--- src/rtl/host_cmd_fifo_pkg.sv ---
// host_cmd_fifo_pkg: shared read-FSM states, default geometry and active-low flag encodings.
package host_cmd_fifo_pkg;
  typedef enum logic {RD_IDLE = 1'b0, RD_ACTIVE = 1'b1} rd_state_t;
  localparam int DEF_WIDTH = 8;
  localparam int DEF_DEPTH_LOG2 = 4;
  localparam logic FIFO_EMPTY = 1'b0;
  localparam logic FIFO_NOT_EMPTY = 1'b1;
  localparam logic STROBE_ASSERTED = 1'b0;
endpackage

--- src/rtl/host_cmd_fifo_strobe_sync.sv ---
// strobe_sync: multi-flop synchronizer for an idle-high async strobe with rise/fall pulses.
module strobe_sync #(
  parameter int SYNC_STAGES = 2
) (
  input  logic clk,
  input  logic rst,
  input  logic i_async,
  output logic o_sync,
  output logic o_rise,
  output logic o_fall
);
  logic [SYNC_STAGES:0] r_sync;
  always_ff @(posedge clk or posedge rst)
    if (rst) r_sync <= '1;
    else r_sync <= {r_sync[SYNC_STAGES-1:0], i_async};
  // the extra top flop is the previous synchronized value for edge detection
  assign o_sync = r_sync[SYNC_STAGES-1];
  assign o_rise = r_sync[SYNC_STAGES-1] & ~r_sync[SYNC_STAGES];
  assign o_fall = ~r_sync[SYNC_STAGES-1] & r_sync[SYNC_STAGES];
endmodule

--- src/rtl/host_cmd_fifo.sv ---
// host_cmd_fifo: host-to-display command FIFO with IDT7200-style read side.
// Define HOST_CMD_FIFO_LEVEL_EN to add the level and host_nhf outputs.
module host_cmd_fifo
  import host_cmd_fifo_pkg::*;
#(
  parameter int WIDTH = DEF_WIDTH,
  parameter int DEPTH_LOG2 = DEF_DEPTH_LOG2,
  parameter int SYNC_STAGES = 2
) (
  input  logic                  clk,
  input  logic                  rst,
  input  logic [WIDTH-1:0]      host_data_in,
  input  logic                  host_nwr_in,
  output logic                  host_nff,
  output logic [WIDTH-1:0]      disp_cmd_out,
  output logic                  disp_nef,
  input  logic                  disp_cmd_rd,
  output logic                  ovf,
  output logic                  udf
`ifdef HOST_CMD_FIFO_LEVEL_EN
  ,
  output logic [DEPTH_LOG2:0]   level,
  output logic                  host_nhf
`endif
);
  localparam int DEPTH = 1 << DEPTH_LOG2;
  localparam logic [DEPTH_LOG2:0] PTR_ONE = {{DEPTH_LOG2{1'b0}}, 1'b1};
  logic [WIDTH-1:0] r_mem [DEPTH];
  logic [DEPTH_LOG2:0] r_wptr, r_rptr;
  logic [SYNC_STAGES-1:0][WIDTH-1:0] r_dpipe;
  logic [WIDTH-1:0] r_cap;
  rd_state_t r_state, w_next;
  logic r_pend, w_pend_next;
  logic w_sync, w_rise, w_empty, w_full, w_push, w_pop, w_load, w_udf_set;

  strobe_sync #(.SYNC_STAGES(SYNC_STAGES)) u_wr_sync (
    .clk(clk),
    .rst(rst),
    .i_async(host_nwr_in),
    .o_sync(w_sync),
    .o_rise(w_rise),
    .o_fall()
  );

  assign w_empty = r_wptr == r_rptr;
  assign w_full = (r_wptr[DEPTH_LOG2-1:0] == r_rptr[DEPTH_LOG2-1:0]) && (r_wptr[DEPTH_LOG2] != r_rptr[DEPTH_LOG2]);
  assign w_push = w_rise & ~w_full;

  // data pipe has the same depth as the strobe synchronizer so the capture sees matching samples
  always_ff @(posedge clk or posedge rst)
    if (rst) begin
      r_dpipe <= '0;
      r_cap <= '0;
    end else begin
      r_dpipe <= {r_dpipe[SYNC_STAGES-2:0], host_data_in};
      if (w_sync == STROBE_ASSERTED) r_cap <= r_dpipe[SYNC_STAGES-1];
    end

  always_ff @(posedge clk)
    if (w_push) r_mem[r_wptr[DEPTH_LOG2-1:0]] <= r_cap;

  always_ff @(posedge clk or posedge rst)
    if (rst) begin
      r_state <= RD_IDLE;
      r_pend <= 1'b0;
    end else begin
      r_state <= w_next;
      r_pend <= w_pend_next;
    end

  always_comb begin
    w_next = r_state;
    w_pend_next = r_pend;
    w_load = 1'b0;
    w_udf_set = 1'b0;
    w_pop = 1'b0;
    if (r_state == RD_IDLE) begin
      if (disp_cmd_rd == STROBE_ASSERTED) begin
        w_next = RD_ACTIVE;
        w_load = ~w_empty;
        w_udf_set = w_empty;
        w_pend_next = ~w_empty;
      end
    end else if (disp_cmd_rd != STROBE_ASSERTED) begin
      w_next = RD_IDLE;
      w_pop = r_pend;
      w_pend_next = 1'b0;
    end
  end

  always_ff @(posedge clk or posedge rst)
    if (rst) begin
      r_wptr <= '0;
      r_rptr <= '0;
      disp_cmd_out <= '0;
      disp_nef <= FIFO_EMPTY;
      host_nff <= 1'b1;
      ovf <= 1'b0;
      udf <= 1'b0;
    end else begin
      if (w_push) r_wptr <= r_wptr + PTR_ONE;
      if (w_pop) r_rptr <= r_rptr + PTR_ONE;
      if (w_load) disp_cmd_out <= r_mem[r_rptr[DEPTH_LOG2-1:0]];
      ovf <= ovf | (w_rise & w_full);
      udf <= udf | w_udf_set;
      disp_nef <= w_empty ? FIFO_EMPTY : FIFO_NOT_EMPTY;
      host_nff <= ~w_full;
    end

`ifdef HOST_CMD_FIFO_LEVEL_EN
  localparam logic [DEPTH_LOG2:0] HALF = PTR_ONE << (DEPTH_LOG2 - 1);
  logic [DEPTH_LOG2:0] w_diff;
  assign w_diff = r_wptr - r_rptr;
  always_ff @(posedge clk or posedge rst)
    if (rst) begin
      level <= '0;
      host_nhf <= 1'b1;
    end else begin
      level <= w_diff;
      host_nhf <= ~(w_diff >= HALF);
    end
`endif
endmodule

--- config.mk ---
export PLATFORM = sky130hd
export DESIGN_NAME = host_cmd_fifo
export DESIGN_NICKNAME = d
export VERILOG_FILES = /design/src/rtl/host_cmd_fifo_pkg.sv /design/src/rtl/host_cmd_fifo_strobe_sync.sv /design/src/rtl/host_cmd_fifo.sv
export SDC_FILE = /design/constraint.sdc
export NUM_CORES = 1
export LEC_CHECK = 0
export ABC_AREA = 1
export CAP_MARGIN = 15
export CORE_ASPECT_RATIO = 0.75
export CORE_UTILIZATION = 35
export CTS_CLUSTER_SIZE = 30
export DETAILED_ROUTE_END_ITERATION = 10
export PLACE_DENSITY = 0.54
export SLEW_MARGIN = 20
export SYNTH_ARGS = -nofsm -noshare
export SYNTH_HDL_FRONTEND = slang
export SYNTH_HIERARCHICAL = 1
export SYNTH_SLANG_ARGS = --single-unit
export TNS_END_PERCENT = 20
--- constraint.sdc ---
create_clock -name clk -period 4.2 [get_ports clk]
set_input_delay 0.63 -clock clk [delete_from_list [all_inputs] [get_ports clk]]
set_output_delay 0.63 -clock clk [all_outputs]
set_load 0.02 [all_outputs]
# Word level (Yosys, flattened, before mapping)
# Memory sizes are Yosys's and may differ from the RTL's. A register that Yosys moved wholly into a read port is not among the register bits.
# Index checks and enable logic that the tools add are counted.
word_totals:
  regBits: 43
  latch_bits: 0
  mem_bits_rw: 128
  mem_bits_ro: 0
  in_bits: 12
  out_inout_bits: 12
  word_cells: 43
  mem_count: 1
mem_list:
  columns: ["memory", "depth", "width", "rd", "rd_clocked_by_memory_dff", "wr", "line", "rtl"]
  rows:
  - ["r_mem", 16, 8, 1, 1, 1, "host_cmd_fifo.sv:28", "logic [WIDTH-1:0] r_mem [DEPTH];"]
op_classes:
  add_sub_neg: 2
  multipliers: 0
  div_mod_pow: 0
  magnitude_cmp: 0
  eq_ne: 5
  shift: 0
  n_mux: 13
  n_bitwise: 8
  n_reduce_logical: 2
ops:
  columns: ["operator", "n"]
  rows:
  - ["2-to-1 mux 1 bit", 13]
  - ["adder 5 x 1 -> 5 bit, second input constant", 2]
  - ["== test 5 bit", 1]
  - ["== test 4 bit", 1]
  - ["bitwise AND 1 bit", 3]
  - ["inverter 1 bit", 3]
  - ["inequality test 2 x 1 -> 1 bit, second input constant", 1]
  - ["inequality test 2 bit, second input constant", 1]
  - ["bitwise OR 1 bit", 2]
  - ["AND reduction 2 bit", 1]
  - ["logical AND 1 bit", 1]
  - ["inequality test 1 bit", 1]

# Longest topological paths before layout
# Gate-level depths: netlist of run 1.
logic_depth:
  depth_word: 6
  ltp_mapped: 12

# Modules after synthesis
# Netlist of run 1, hierarchy kept.
modules_own_cells:
  columns: ["mod", "instances", "cells_each", "area_each_um2", "seq_area_each_um2"]
  rows:
  - ["host_cmd_fifo", 1, 722, 7453.4, 5046.1]
  - ["strobe_sync", 1, 8, 97.6, 78.8]

# Worst setup path before layout of run 1
# No wires, ideal clock.
synth_timing:
  path_type: "register to register"
  start: "register r_rptr[1]"
  end: "memory r_mem[10][0] in the netlist's numbering (enable)"
  setup_ps: 383
  t_arrival_ps: 1709
  slack_ps: 2108
  path_stages_with_launch: 10
  period_less_slack_ps: 2092
  path_cell_list: "dfrtp_1 -> buf_4 -> inv_2 -> nand2_1 -> nand2_1 -> a21oi_2 -> nand3b_2 -> nand2_2 -> buf_4 -> nor3_1"
synth_via:
  elab_chain_cells: 6
synth_rtl:
  columns: ["element", "line", "rtl"]
  rows:
  - ["from (decl)", "host_cmd_fifo.sv:29", "logic [DEPTH_LOG2:0] r_wptr, r_rptr;"]
  - ["from (signal assigned)", "host_cmd_fifo.sv:102", "if (w_pop) r_rptr <= r_rptr + PTR_ONE;"]
  - ["== test 4 bit", "host_cmd_fifo.sv:46", "assign w_full = (r_wptr[DEPTH_LOG2-1:0] == r_rptr[DEPTH_LOG2-1:0]) && (r_wptr[DEPTH_LOG2] != r_rptr[DEPTH_LOG2 ..."]
  - ["logical AND 1 bit", "host_cmd_fifo.sv:46", null]
  - ["inverter 1 bit", "host_cmd_fifo.sv:47", "assign w_push = w_rise & ~w_full;"]
  - ["bitwise AND 1 bit", "host_cmd_fifo.sv:47", null]
  - ["2-to-1 mux 1 bit", "host_cmd_fifo.sv:60", "if (w_push) r_mem[r_wptr[DEPTH_LOG2-1:0]] <= r_cap;"]
  - ["2-to-1 mux 1 bit (not written as such)", "host_cmd_fifo.sv:60", null]
  - ["to (decl)", "host_cmd_fifo.sv:28", null]
# Every way passes these cells.

# Worst setup path in the final report of run 1
layout_timing:
  start: "register r_rptr[2]"
  end: "memory r_mem[3][3] in the netlist's numbering (enable)"
# The elaborated chain is that of the path after synthesis.

==> impl_results.md, run 1 <==
- Post-DRT Antenna Nets: 0
- Clock latency on the worst-skew pair: 0.43 ns
- Rows: 46
- Routability cong.: a little over 0.8
- CTS tree: built
- Die width: approximately 170 um
- Number of cells on the critical path: 5
- First-pass GRT wire length: 25,900 um
- Top delay family on crit path: simple AND/OR/NAND/NOR gates
- Leakage power: 3.82 nW
- CP Class: flip-flop to flip-flop
- WL/cell: around 16 um
- Slew Limit Fails: 0
- Largest net degree at the start of global routing: between 60 and 70
- Pwr dens: 629 nW/um^2
- Sw Ratio: 37.1%
- Syn. warnings: 6
- # DRC: 0
- RSZ-0062 raised after global routing: false
- CP Launch Type: flip-flop
- Endpoints failing hold: 0
- Syn_area_per_cell: between 10 and 15 sq um
- CP Data Required Time: around 4.3 ns
- Core ar.: roughly 21,000 sq um
- Height of the die: 129 um
- Pre-CTS setup slack: 1.44 ns
- Hold WS: roughly 0.35 ns
- CTS Sinks: about 180
- Final core utilization: 41.1%
- Internal power: about 0.0034 W
- Flop pwr share: 41.2%
- CP Capture Type: flip-flop
- Post-Syn Nets: around 750
- Commonest non-fill, non-tap cell in the layout: nand2_1
- Slew @ Worst Pin: 1.08 ns
- H-Tree Level Count: 4
- Starting Density: between 30% and 40%
- Maximum vdd ir drop: about 270 uV
- NetSw: a little over 0.002 W
- Hold Buf Count CTS: 0
- Total Die Area: about 22,000 sq um
- Via density: 4.37
- Tmin final: between 2 and 3 ns
- Vias in the first global route: between 4,000 and 5,000
- GRT Util Overall: between 10% and 20%
- # setup viols final: 0
- First-pass DRT Iterations: 5
- Fmax: ~370 MHz
- Clock share of power: roughly 29%
- IO Count: 24
- Dpl hpwl: just over 10,000 um
- Routed vias: 4,590
- Mapped Area: about 7500 sq um
- Clk root buf: clkbuf_16
- Share of post-route cells with drive strength above 1: between 8 and 9%
- Max incr delay on CP: between 0.9 and 1 ns
- Nets: 766
- Hold Crit Depth: 0
- Number of max-cap violations: 0
- Port Buffers: 23
- Final TNS setup: 0 ns
- Post CTS Setup Buffer Count: 0
- Fillers: around 2,100
- Commonest cells after routing, fill and taps aside: nand2_1 (243), inv_1 (136), edfxtp_1 (128)
- Crit path max fanout: 23
- Slew HR: a little over a quarter
- Status: complete, no violations
- HP Class: flip-flop to flip-flop
- Post-Route WL: between 15,000 and 20,000 um
- Comb pwr share: 29.5%
- CP arrival: around 2.8 ns
- Gate Count Post-Synth: 728
- Post_cts resized: 0
- Period utilization: between 60% and 70%
- Clk_skew: ~0.013 ns
- Slowest cell on crit path: nor3_1
- Maximum buffer depth of the clock tree: 2
- Gr ovfl total: 0
- Final Worst Setup Slack: roughly 1.5 ns
- Initial antenna violation count: 0
- Total CTS buffers: 17
- Cells on worst reg2reg path: 5
- Synth-to-Final Area Change: 15.0%
- Critical path cell sequence: xor2_1 -> nor2_2 -> nand3b_2 -> nand2_2 -> nor3_1
- Crit path buf inv count: 0
- 1st-iter DRT viols: approximately 420
- Clock transition at path regs: approximately 0.07 ns
path summary, 6_finish.rpt:
kind                                       start                            end  slack, ns
max in group asynchronous                    rst          r_rptr[0]$_DFFE_PP0P_       2.99
setup reg to reg           r_rptr[2]$_DFFE_PP0P_          r_mem[3][3]$_DFFE_PP_       1.48
min in group asynchronous                    rst  u_wr_sync/r_sync[0]$_DFF_PP1_       0.62
hold / removal              r_dpipe[3]$_DFF_PP0_          r_dpipe[11]$_DFF_PP0_       0.35
setup / recovery           r_rptr[2]$_DFFE_PP0P_          r_mem[3][3]$_DFFE_PP_       1.48
hold reg to reg             r_dpipe[3]$_DFF_PP0_          r_dpipe[11]$_DFF_PP0_       0.35
routing by layer:
metal  track usage (%)  vias to the layer above  wire length (um)
met1              23.5                     2171              8580
li1                  -                     2332                 -
met2              24.2                       74              7020
met4              4.15                        0               165
met3              3.45                       13               541
met5                 0                        -                 0
final cells by class:
cell class | count | area (sq um) | share of cell area [%]
Sequential cell | 179 | 5130 | 59.1
Antenna cell | 1 | 2.50 | 0.0289
Tap cell | 288 | 360 | 4.15
Clock buffer | 19 | 464 | 5.35
Timing Repair Buffer | 28 | 268 | 3.09
Clock inverter | 13 | 128 | 1.47
Inverter | 142 | 534 | 6.16
Multi-Input combinational cell | 381 | 1790 | 20.6
state kept, by name, indices dropped and copies added, names as in the netlist:
name and cells:
r_mem 128, ovf 1, disp_nef 1, host_nff 1, u_wr_sync/r_sync 3, disp_cmd_out 8
r_dpipe 16, r_rptr 5, r_cap 8, r_state 1, udf 1, r_pend 1
r_wptr 5
worst reg2reg max path, cell delays in order, from the launching register on:
cell and delay, ns:
dfrtp_1 0.62, xor2_1 0.21, nor2_2 0.08, nand3b_2 0.10
nand2_2 0.35, nor3_1 0.97
through the flow:
stage | area [sq um] | std cells | power [W]
2_1_floorplan | 7540 | 728 | 0.00334
3_3_place_gp | 8040 | 1018 | 0.00390
3_5_place_dp | 8040 | 1018 | 0.00390
4_1_cts | 8630 | 1050 | 0.00549
5_1_grt | 8670 | 1050 | 0.00578
6_report | 8670 | 1051 | 0.00546
power groups by stage:
stage	Combinational, W	Sequential (W)	Clock, W
global route	0.00181	0.00227	0.00169
global placement	0.00162	0.00228	0
floorplan	0.00108	0.00227	0
CTS	0.00161	0.00225	0.00162
finish	0.00161	0.00225	0.00160
detailed placement	0.00161	0.00229	0
Note: power is estimated with default switching activity, not from simulation.
==> inputs of run 2 (changes only) <==
- clock period: 4.2 -> 2.75 ns (I/O delays scaled with it)
==> impl_results.md, run 2 (synthesis gave the netlist of run 1 again) <==
- Maximum buffer depth of the clock tree: 2 (unchanged)
- CP arrival: 2.35 ns (-0.42 ns)
- Gr ovfl total: 0 (unchanged)
- Maximum vdd ir drop: 534 uV (+96%)
- NetSw: 0.00308 W (+52%)
- Core ar.: 21,100 sq um (unchanged)
- Post-Route WL: 16,300 um (-0.21%)
- H-Tree Level Count: 4 (unchanged)
- Nets: 782 (+2.1%)
- First-pass GRT wire length: 25,500 um (-1.8%)
- Clk_skew: 0.0110 ns (-0.00200 ns)
- Fillers: 2,059 (-1.6%)
- Critical path cell sequence: xor2_1 -> nor2_2 -> nand3b_2 -> nand2_2 -> nor2_1
- # setup viols final: 0 (unchanged)
- Post-DRT Antenna Nets: 0 (unchanged)
- Commonest non-fill, non-tap cell in the layout: nand2_1
- Commonest cells after routing, fill and taps aside: nand2_1 (243), inv_1 (136), edfxtp_1 (128)
- Crit path max fanout: 23 (unchanged)
- Post_cts resized: 0 (unchanged)
- Final TNS setup: 0 ns (unchanged)
- Slew Limit Fails: 0 (unchanged)
- Max reg flops: 128 (unchanged)
- Clock latency on the worst-skew pair: 0.44 ns (about the same)
- Fmax: 438 MHz (+19%)
- Period utilization: 83.0% (+18 points)
- Placed Cells: 1,034 (+1.6%)
- Sw Ratio: 36.8% (-0.27 points)
- Flop pwr share: 41.2% (about the same)
- Share of post-route cells with drive strength above 1: 9.77% (+0.84 points)
- CP Class: flip-flop to flip-flop
- 1st-iter DRT viols: 397 (-6.1%)
- # DRC: 0 (unchanged)
- Slew HR: 43.6% (+16 points)
- Comb pwr share: 29.3% (-0.2 points)
- Slowest cell on crit path: dfrtp_1
- Synth-to-Final Area Change: 16.1%
- Top delay family on crit path: simple AND/OR/NAND/NOR gates
- Post CTS Setup Buffer Count: 0 (unchanged)
- Endpoints failing hold: 0 (unchanged)
- Rows: 46 (unchanged)
- Total Die Area: 22,200 sq um (unchanged)
- Starting Density: 35.7% (unchanged)
- Internal power: 0.00528 W (+54%)
- Clock share of power: 29.5% (+0.2 points)
- Clock transition at path regs: 0.08 ns (about the same)
- Status: complete, no violations
- Vias in the first global route: 4,544 (-0.72%)
- Die width: 172 um (unchanged)
- Cells on worst reg2reg path: 5 (unchanged)
- Number of max-cap violations: 0 (unchanged)
- Via density: 4.41 (+1.1%)
- Height of the die: 129 um (unchanged)
- Max incr delay on CP: 0.62 ns (-0.34 ns)
- Slew @ Worst Pin: 0.847 ns (-0.233 ns)
- Port Buffers: 23 (unchanged)
- Clk root buf: clkbuf_16
- Number of cells on the critical path: 5 (unchanged)
- Initial antenna violation count: 0 (unchanged)
- Largest net degree at the start of global routing: 68 (unchanged)
- CP Capture Type: flip-flop
- Dpl hpwl: 10,100 um (-0.78%)
- RSZ-0062 raised after global routing: false
- Leakage power: 3.91 nW (+2.2%)
- Routed vias: 4,706 (+2.5%)
- WL/cell: 15.3 um (-1.6%)
- First-pass DRT Iterations: 5 (unchanged)
- Tmin final: 2.28 ns (-0.436 ns)
- CP Data Required Time: 2.82 ns (-1.43 ns)
- Final cell count without fillers: 1,066 (+1.4%)
- Crit path buf inv count: 0 (unchanged)
- Total CTS buffers: 17 (unchanged)
- GRT Util Overall: 15.9% (-0.15 points)
- IO Count: 24 (unchanged)
- CTS tree: built
- Pwr dens: 955 nW/um^2 (+52%)
- CP Launch Type: flip-flop
- CTS Sinks: 179 (unchanged)
- Routability cong.: 0.804 (-0.38%)
- ANT cells: 0 (-1)
- Hold Buf Count CTS: 0 (unchanged)
- HP Class: primary input to asynchronous set/reset pin
==> run 2: cell types whose count changed in the layout (fill, tap and decap cells not counted), sizes merged <==
| cell | previous run | this run |
|---|---|---|
| clkinvlp | 0 | 1 |
| clkinv | 6 | 4 |
| inv | 149 | 150 |
| buf | 5 | 21 |
| diode | 1 | 0 |
==> run 2: through the flow <==
step                hold slack (ns)  utilization, %  setup WS, ns  area (sq um)  power (W)
detailed placement            0.335            38.6         0.484          8160    0.00598
floorplan                     0.331               -         0.658          7540    0.00511
CTS                           0.212            41.5         0.457          8760    0.00842
finish                        0.217            41.5         0.467          8760    0.00836
global placement              0.334            38.6         0.540          8160    0.00598
global route                  0.233            41.5         0.282          8760    0.00886
==> run 2: worst register-to-register path, cell delays in order (launching register included) <==
cell and delay, ns:
dfrtp_1 0.62, xor2_1 0.22, nor2_2 0.09, nand3b_2 0.11, nand2_2 0.28, nor2_1 0.61
==> run 2: path summary, 6_finish.rpt <==
| path | from | endpoint | slack [ns] |
|---|---|---|---|
| setup / recovery | r_rptr[2]$_DFFE_PP0P_ | r_mem[15][3]$_DFFE_PP_ | 0.47 |
| hold / removal | rst | r_cap[5]$_DFFE_PP0N_ | 0.22 |
| setup reg to reg | r_rptr[2]$_DFFE_PP0P_ | r_mem[15][3]$_DFFE_PP_ | 0.47 |
| hold reg to reg | r_dpipe[7]$_DFF_PP0_ | r_dpipe[15]$_DFF_PP0_ | 0.35 |
| max in group asynchronous | rst | host_nff$_DFF_PP1_ | 1.95 |
| min in group clk | r_dpipe[7]$_DFF_PP0_ | r_dpipe[15]$_DFF_PP0_ | 0.35 |
==> run 2: area by class of cell <==
type / count / area, sq um / share of cell area (%)
timing repair buffer: 44 / 388 / 4.43
clock buffer: 19 / 475 / 5.43
tap: 288 / 360 / 4.11
sequential: 179 / 5130 / 58.5
inverter: 142 / 533 / 6.09
clock inverter: 13 / 125 / 1.43
multi-input combinational: 381 / 1750 / 20.0
==> run 2: power by group through the flow <==
stage	clock (W)	combinational (W)	sequential, W
after floorplan	0	0.00165	0.00346
after CTS	0.00250	0.00248	0.00344
after global routing	0.00262	0.00276	0.00348
after global placement	0	0.00248	0.00350
after detailed placement	0	0.00248	0.00350
final	0.00247	0.00245	0.00344
==> run 2: routing by layer <==
layer / global-route usage, % / vias up / wire length, um
li1: - / 2373 / -
met1: 23.6 / 2220 / 8370
met2: 22.9 / 93 / 6960
met3: 3.51 / 20 / 762
met4: 5.30 / 0 / 187
met5: 0 / - / 0
